`src/rtl/rr_arb_pkg.sv`:
```
// Shared types and the round-robin search helper for rr_pipe_arbiter.
// rr_pick returns the first set request at or after ptr, wrapping within n.
package rr_arb_pkg;

  typedef enum logic {IDLE, BUSY} state_t;

  typedef int unsigned uint_t;

  localparam uint_t MAX_N = 32;
  localparam uint_t IDXW  = $clog2(MAX_N);

  typedef struct packed {
    logic            hit;
    logic [IDXW-1:0] idx;
  } pick_t;

  function automatic pick_t rr_pick(input logic [MAX_N-1:0] req,
                                    input uint_t            ptr,
                                    input uint_t            n);
    pick_t res;
    uint_t k;
    res = '0;
    for (int unsigned i = 0; i < MAX_N; i++) begin
      if (i < n) begin
        k = ptr + i;
        if (k >= n) k = k - n;
        if (!res.hit && req[k]) begin
          res.hit = 1'b1;
          res.idx = k[IDXW-1:0];
        end
      end
    end
    return res;
  endfunction

endpackage

```
`src/rtl/pipe_skid_buffer.sv`:
```
// Two-entry valid/ready stage with a registered output and a skid register,
// so in_ready depends only on local state.
module pipe_skid_buffer #(
  parameter int unsigned DWIDTH = 8
) (
  input  logic              clk,
  input  logic              rstn,
  input  logic              in_valid,
  output logic              in_ready,
  input  logic [DWIDTH-1:0] in_data,
  output logic              out_valid,
  input  logic              out_ready,
  output logic [DWIDTH-1:0] out_data
);

  logic              skid_valid;
  logic [DWIDTH-1:0] skid_data;

  assign in_ready = !skid_valid;

  // Output register refills from the skid entry first to keep beat order.
  always_ff @(posedge clk or posedge rstn) begin
    if (rstn) begin
      out_valid  <= 1'b0;
      out_data   <= '0;
      skid_valid <= 1'b0;
      skid_data  <= '0;
    end else if (!out_valid || out_ready) begin
      if (skid_valid) begin
        out_valid  <= 1'b1;
        out_data   <= skid_data;
        skid_valid <= 1'b0;
      end else begin
        out_valid <= in_valid;
        if (in_valid) out_data <= in_data;
      end
    end else if (in_valid && !skid_valid) begin
      skid_valid <= 1'b1;
      skid_data  <= in_data;
    end
  end

endmodule

```
`src/rtl/rr_pipe_arbiter.sv`:
```
// Round-robin arbiter feeding one skid-buffered stage tagged with source index.
// Define RR_ARB_PKT_LOCK_EN to hold the grant until a beat with i_last is accepted.
module rr_pipe_arbiter
  import rr_arb_pkg::*;
#(
  parameter  int unsigned N      = 4,
  parameter  int unsigned DWIDTH = 8,
  localparam int unsigned SW     = $clog2(N)
) (
  input  logic                clk,
  input  logic                rstn,
  input  logic [N-1:0]        i_valid,
  input  logic [N*DWIDTH-1:0] i_data,
  input  logic [N-1:0]        i_last,
  output logic [N-1:0]        i_ready,
  output logic [DWIDTH-1:0]   o_data,
  output logic [SW-1:0]       o_src,
  output logic                o_valid,
  input  logic                o_ready
);

  state_t                 state, state_n;
  logic [SW-1:0]          gnt, gnt_n, ptr, ptr_n, gnt_inc;
  logic [MAX_N-1:0]       req_all, req_others;
  pick_t                  pick_idle, pick_next;
  logic                   accept, rearb;
  logic                   buf_valid, buf_ready;
  logic [SW+DWIDTH-1:0]   buf_data, buf_out;
  logic                   unused_bits;

  assign gnt_inc  = (uint_t'(gnt) == N - 1) ? '0 : gnt + 1'b1;
  assign buf_data = {gnt, i_data[uint_t'(gnt)*DWIDTH +: DWIDTH]};

  always_ff @(posedge clk or posedge rstn) begin
    if (rstn) begin
      state <= IDLE;
      gnt   <= '0;
      ptr   <= '0;
    end else begin
      state <= state_n;
      gnt   <= gnt_n;
      ptr   <= ptr_n;
    end
  end

  always_comb begin
    state_n    = state;
    gnt_n      = gnt;
    ptr_n      = ptr;
    i_ready    = '0;
    buf_valid  = 1'b0;
    accept     = 1'b0;
    rearb      = 1'b0;
    req_all    = '0;
    req_all[N-1:0] = i_valid;
    req_others = req_all;
    req_others[gnt] = 1'b0;
    pick_idle  = rr_pick(req_all, uint_t'(ptr), N);
    pick_next  = rr_pick(req_others, uint_t'(gnt_inc), N);
    case (state)
      IDLE: begin
        if (pick_idle.hit) begin
          gnt_n   = pick_idle.idx[SW-1:0];
          state_n = BUSY;
        end
      end
      BUSY: begin
        i_ready[gnt] = buf_ready;
        buf_valid    = i_valid[gnt];
        accept       = i_valid[gnt] && buf_ready;
`ifdef RR_ARB_PKT_LOCK_EN
        rearb        = accept && i_last[gnt];
`else
        rearb        = accept;
`endif
        // Next grant is chosen in the accept cycle so contenders stream without a bubble.
        if (rearb) begin
          ptr_n = gnt_inc;
          if (pick_next.hit) gnt_n = pick_next.idx[SW-1:0];
          else               state_n = IDLE;
        end
      end
      default: state_n = IDLE;
    endcase
  end

`ifdef RR_ARB_PKT_LOCK_EN
  assign unused_bits = ^{pick_idle.idx, pick_next.idx};
`else
  assign unused_bits = ^{pick_idle.idx, pick_next.idx, i_last};
`endif

  pipe_skid_buffer #(.DWIDTH(SW + DWIDTH)) u_skid (
    .clk       (clk),
    .rstn      (rstn),
    .in_valid  (buf_valid),
    .in_ready  (buf_ready),
    .in_data   (buf_data),
    .out_valid (o_valid),
    .out_ready (o_ready),
    .out_data  (buf_out)
  );

  assign {o_src, o_data} = buf_out;

endmodule

```
`config.mk`:
```
export PLATFORM = sky130hd
export DESIGN_NAME = rr_pipe_arbiter
export DESIGN_NICKNAME = d
export VERILOG_FILES = /design/src/rtl/rr_arb_pkg.sv /design/src/rtl/pipe_skid_buffer.sv /design/src/rtl/rr_pipe_arbiter.sv
export SDC_FILE = /design/constraint.sdc
export NUM_CORES = 1
export LEC_CHECK = 0
export ABC_CLOCK_PERIOD_IN_PS = 7150
export BUFFER_PORTS_ARGS = -buffer_cell sky130_fd_sc_hd__buf_2
export CORE_ASPECT_RATIO = 0.9
export CORE_MARGIN = 1
export CORE_UTILIZATION = 52
export CTS_CLUSTER_SIZE = 16
export DETAILED_ROUTE_END_ITERATION = 10
export PLACE_DENSITY = 0.79
export SLEW_MARGIN = 10
export SYNTH_ARGS = -nofsm -noshare
export SYNTH_HDL_FRONTEND = slang
export SYNTH_HIERARCHICAL = 1
export SYNTH_SLANG_ARGS = --single-unit
```
`constraint.sdc`:
```
create_clock -name clk -period 7.15 [get_ports clk]
set_input_delay 1.43 -clock clk [delete_from_list [all_inputs] [get_ports clk]]
set_output_delay 1.43 -clock clk [all_outputs]
set_load 0.01 [all_outputs]
```
# After elaboration in Yosys (flattened, before gate mapping)
# Cells that the tools add are included.
# op_classes
n_eq_ne	4
n_shift	1
n_reduce_logical	25
add_sub_neg	15
order_cmp	19
bitwise	5
mux	54
# ops
operator	count
$lt A32 B6 Y1 const B	8
$mux W32	8
$mux W6	8
$bmux W1 S5	8
$and A4 B32 Y32	1
$not A4 Y32	1
$shiftx A32 B6 Y8	1
$sub A3 B3 Y4 const B	6
$mux W10	2
$ge A3 B3 Y1 const B	6
$mux W1	18
$add A2 B2 Y3 const B	4
$logic_and A1 B1 Y1	10
$logic_not A1 Y1	8
$mux W2	4
$sub A2 B3 Y4 const B	2
$add A2 B1 Y3 const B	2
$ge A2 B3 Y1 const B	2
$lt A2 B6 Y1 const B	1
$reduce_and A2 Y1	3
$and A4 B4 Y4	1
$demux W1 S2	2
$mux W4	1
$ne A2 B1 Y1 const B	2
12 further kinds	14
# totals
output_inout_bits	15
register_bits	27
inputBits	43
wordCells	130

# Logic depth before layout (Yosys ltp)
# depth
word_depth	21
depth_mapped	10
depth_no_buf	8

# Modules after synthesis
# The synthesis kept the hierarchy.
# modules_own_cells
mod	area_each_um2	seq_area_each_um2	cells_per_inst	n_inst
rr_pipe_arbiter	1142.3	125.1	122	1
pipe_skid_buffer	1031.0	550.5	63	1

# Least setup slack after synthesis
# No wires, ideal clock.
# synth_timing
kind	reg-to-output
from	register gnt[0]
to	output i_ready[2]
path_buffers	2
path_stages_with_launch	6
setup_slack_ns	4.056
required_ns	5.720
t_arrival_ns	1.664
path_cell_list	dfrtp_1 -> buf_6 -> clkbuf_1 -> inv_1 -> ha_1 -> and3_1
# synth_between
elab_chain_len	6
word_cells_on_any_way	7
cone_classes	order compare (2); mux (3); bitwise (1); reduce/logical (1)
# synth_lines
item	line	text
start, declared	rr_pipe_arbiter.sv:23	logic [SW-1:0] gnt, gnt_n, ptr, ptr_n, gnt_inc;
start signal, assigned	rr_pipe_arbiter.sv:41	gnt <= gnt_n;
$lt A2 B3 Y1 (implied by the code) or $ge A2 B1 Y1 (tied branches)	rr_pipe_arbiter.sv:68	i_ready[gnt] = buf_ready;
$logic_and A1 B1 Y1 (implied by the code)	rr_pipe_arbiter.sv:68	
$mux W1 (implied by the code)	rr_pipe_arbiter.sv:68	
$demux W1 S2 (*)	rr_pipe_arbiter.sv:68	
$and A4 B4 Y4 (no source line) (*)	n/a	
$mux W4 (*)	rr_pipe_arbiter.sv:60	case (state)
end, declared	rr_pipe_arbiter.sv:15	output logic [N-1:0] i_ready,
# Mark *: on every way between the ends. The rest lies on a longest branch, timed or not.

# Worst setup path in the final report
# layout_timing
from	register gnt[1]
to	output i_ready[1]
# The elaborated chain is that of the path after synthesis.

==> metrics.md <==
| Metric | Value |
|---|---|
| Clk Latency, worst-skew pair | 0.27 ns |
| Total Power | 1.19 mW |
| Largest net degree at the start of global routing | 23 |
| Max frequency | 0.306 GHz |
| Worst Tran Pin Value | 0.823 ns |
| Worst Setup Start Kind | flip-flop |
| Register share of total power | 0.269 |
| CTS Hold Bufs | 0 |
| Number of global-route vias before repair | 1555 |
| Clock root cell | clkbuf_8 |
| Average size of a mapped cell | 11.7 sq um |
| Fin. max-slew vios | 0 |
| Diode count | 0 |
| Buffers and inverters on the worst path | 2 |
| Synthesized cell area | 2170 sq um |
| Leak | 1.15 nW |
| Buffers on Ports | 53 |
| Synth Register Bits | 27 |
| Final Hold Viols | 0 |
| Logic pwr share | 0.658 |
| Metal2 WL | 2130 um |
| H-tree depth | 1 |
| Top cells by count, synth | dfrtp_1 (27), mux2_4 (16), mux2_2 (14) |
| Final #Nets | 285 |
| Post-synthesis cell count | 185 |
| Via Count | 1634 |
| Metal3 WL | 180 um |
| Leading post-synthesis cells by cell area | dfrtp_1 (31%), mux2_4 (11%), mux4_2 (10%) |
| DRC violations left | 0 |
| CTS buffer count | 3 |
| Slowest cell on the critical path | dfrtp_1 |
| Setup crit end kind | output port |
| Core area | 3860 sq um |
| Synth top area share | 0.311 |
| Switching power | 0.496 mW |
| Post-synth EDFFs | 0 |
| Routed len/inst | 16.0 um |
| DP HPWL | 3370 um |
| Tcrit/Tclk final | 0.457 |
| Cell taking the most area after synthesis | dfrtp_1 |
| Layout cells sized above 1 | 0.468 |
| Clock sinks | 27 |
| Vias per Instance | 5.90 |
| Max VDD drop | 0.000318 V |
| CTS tree | built |
| Max Cap Violations | 0 |
| Pre-antenna DRT Iters | 4 |
| Netlist cell types | 48 |
| Initial DRC count | 104 |
| Pwr per Cell Area | 481 nW/um^2 |
| Crit path time final | 3.27 ns |
| Synth warn | 6 |
| Max incr delay on CP | 0.73 ns |
| Antenna Nets Post-Route | 0 |
| Relative slew slack | 0.449 |
| Clock skew | 0.00408 ns |
| Global-route wire length before repair | 7380 um |
| Final Setup Violations | 0 |
| Initial antenna violation count | 0 |
| I/O Pins | 58 |
| Worst path cell trace | inv_1 > ha_1 > and3_1 > buf_2 |
| Synth Flop Type | dfrtp_1 |
| Highest metal used | met4 |
| Switching share of power | 0.418 |
| Clock Path Buffers | 2 |
| Post-CTS Setup Bufs | 0 |
| Internal cell power | 0.690 mW |
| RSZ-0062 raised after global routing | false |
| Most common cell in the netlist | dfrtp_1 |
| Outcome | finished, final reports clean |
| Setup_tns | 0 ns |
| Critical Path RT | 5.72 ns |
| Die Span X | 70.1 um |
| Starting Density | 0.563 |
| Post-Syn Nets | 238 |
| Row cnt | 21 |
| Met1 WL | 2110 um |
| CP Class | flip-flop to output port |
| Die Span Y | 63.3 um |
| Die Area | 4440 sq um |
| Hold Crit Class | flip-flop to flip-flop |
| Clock share of power | 0.073 |
| WL final | 4430 um |
| Register area share after synthesis | 0.311 |
| GPL Wtd Cong | 0.886 |
| Area grow syn2layout | 13.5% |
| Worst-path maximum fanout | 14 |
| Tot GR Track Use | 0.209 |
| Share of async-settable or async-resettable flops after synthesis | 1.00 |
| CP top delay family | flip-flops |
| CTS clk-pin slew, worst paths | 0.09 ns |
| Post-cts resize count | 0 |
| GRT overflow | 0 |
| CP arrival | 1.84 ns |
-- placed cells by master (no fill, tap or decap), types with 3 or more instances in the layout --
| cell type | instances |
|---|---|
| a211oi_1 | 3 |
| a21oi_1 | 8 |
| and3_1 | 4 |
| buf_2 | 53 |
| clkbuf_8 | 3 |
| dfrtp_1 | 27 |
| ha_1 | 10 |
| inv_1 | 9 |
| mux2_2 | 14 |
| mux2_4 | 16 |
| mux2i_1 | 8 |
| mux4_2 | 10 |
| nand2_1 | 6 |
| nand3_1 | 3 |
| nor2_1 | 4 |
| nor2b_1 | 5 |
| nor3_1 | 5 |
| o21ai_0 | 6 |
-- final cells by class --
cell class	count	area, sq um
fill	318	1400
multi-input combinational	137	1380
sequential	27	676
timing repair buffer	54	273
tap	46	57.6
clock buffer	3	41.3
inverter	9	33.8
clock inverter	1	7.51
-- cell families after synthesis --
| group | Yosys count | share of synthesized area |
|---|---|---|
| multiplexers | 51 | 0.344 |
| adder cells (fa/ha/maj) | 10 | 0.0576 |
| buffers and inverters | 21 | 0.0547 |
| flip-flops | 27 | 0.311 |
| AO/OA/AOI/OAI | 37 | 0.126 |
| AND/OR/NAND/NOR | 39 | 0.107 |
-- worst paths after layout --
path	startpoint	end	slack, ns	cells past startpoint
worst max-delay path	gnt[1]$_DFFE_PP0P_	i_ready[1]	3.88	4
min in group asynchronous	rstn	gnt[1]$_DFFE_PP0P_	1.04	2
worst min-delay path	u_skid/skid_data[6]$_DFFE_PP0P_	u_skid/skid_data[6]$_DFFE_PP0P_	0.49	1
worst max register to register	gnt[1]$_DFFE_PP0P_	gnt[0]$_DFFE_PP0P_	4.22	7
max in group asynchronous	rstn	u_skid/out_data[1]$_DFFE_PP0P_	5.34	2
worst min register to register	u_skid/skid_data[6]$_DFFE_PP0P_	u_skid/skid_data[6]$_DFFE_PP0P_	0.49	1
-- state kept, by name (all words and copies together) (netlist names) --
| signal | count |
|---|---|
| ptr | 2 |
| u_skid/out_data | 10 |
| u_skid/skid_valid | 1 |
| gnt | 2 |
| state | 1 |
| u_skid/skid_data | 10 |
| u_skid/out_valid | 1 |
-- through the flow --
step	utilization	instance area, sq um	hold WS, ns	setup WS (ns)	cells
6_report	0.639	2470	0.492	3.88	277
5_1_grt	0.639	2470	0.524	3.73	277
4_1_cts	0.639	2470	0.494	3.85	277
3_5_place_dp	0.626	2420	0.473	3.82	273
3_3_place_gp	0.626	2420	0.462	3.84	273
2_1_floorplan	-	2170	0.452	4.06	185
-- routing by layer --
| metal | global-route usage | vias up |
|---|---|---|
| met5 | 0 | - |
| met3 | 0.0320 | 2 |
| met1 | 0.302 | 797 |
| met4 | 0.0425 | 0 |
| li1 | - | 790 |
| met2 | 0.335 | 45 |
-- power by group through the flow --
stage               combinational (mW)  sequential, mW  clock [mW]
floorplan                        0.671           0.291           0
global placement                 0.761           0.318           0
detailed placement               0.779           0.322           0
CTS                              0.781           0.319      0.0895
global route                     0.853           0.332      0.0968
finish                           0.780           0.319      0.0867
Power figures use the tool's default switching activity.
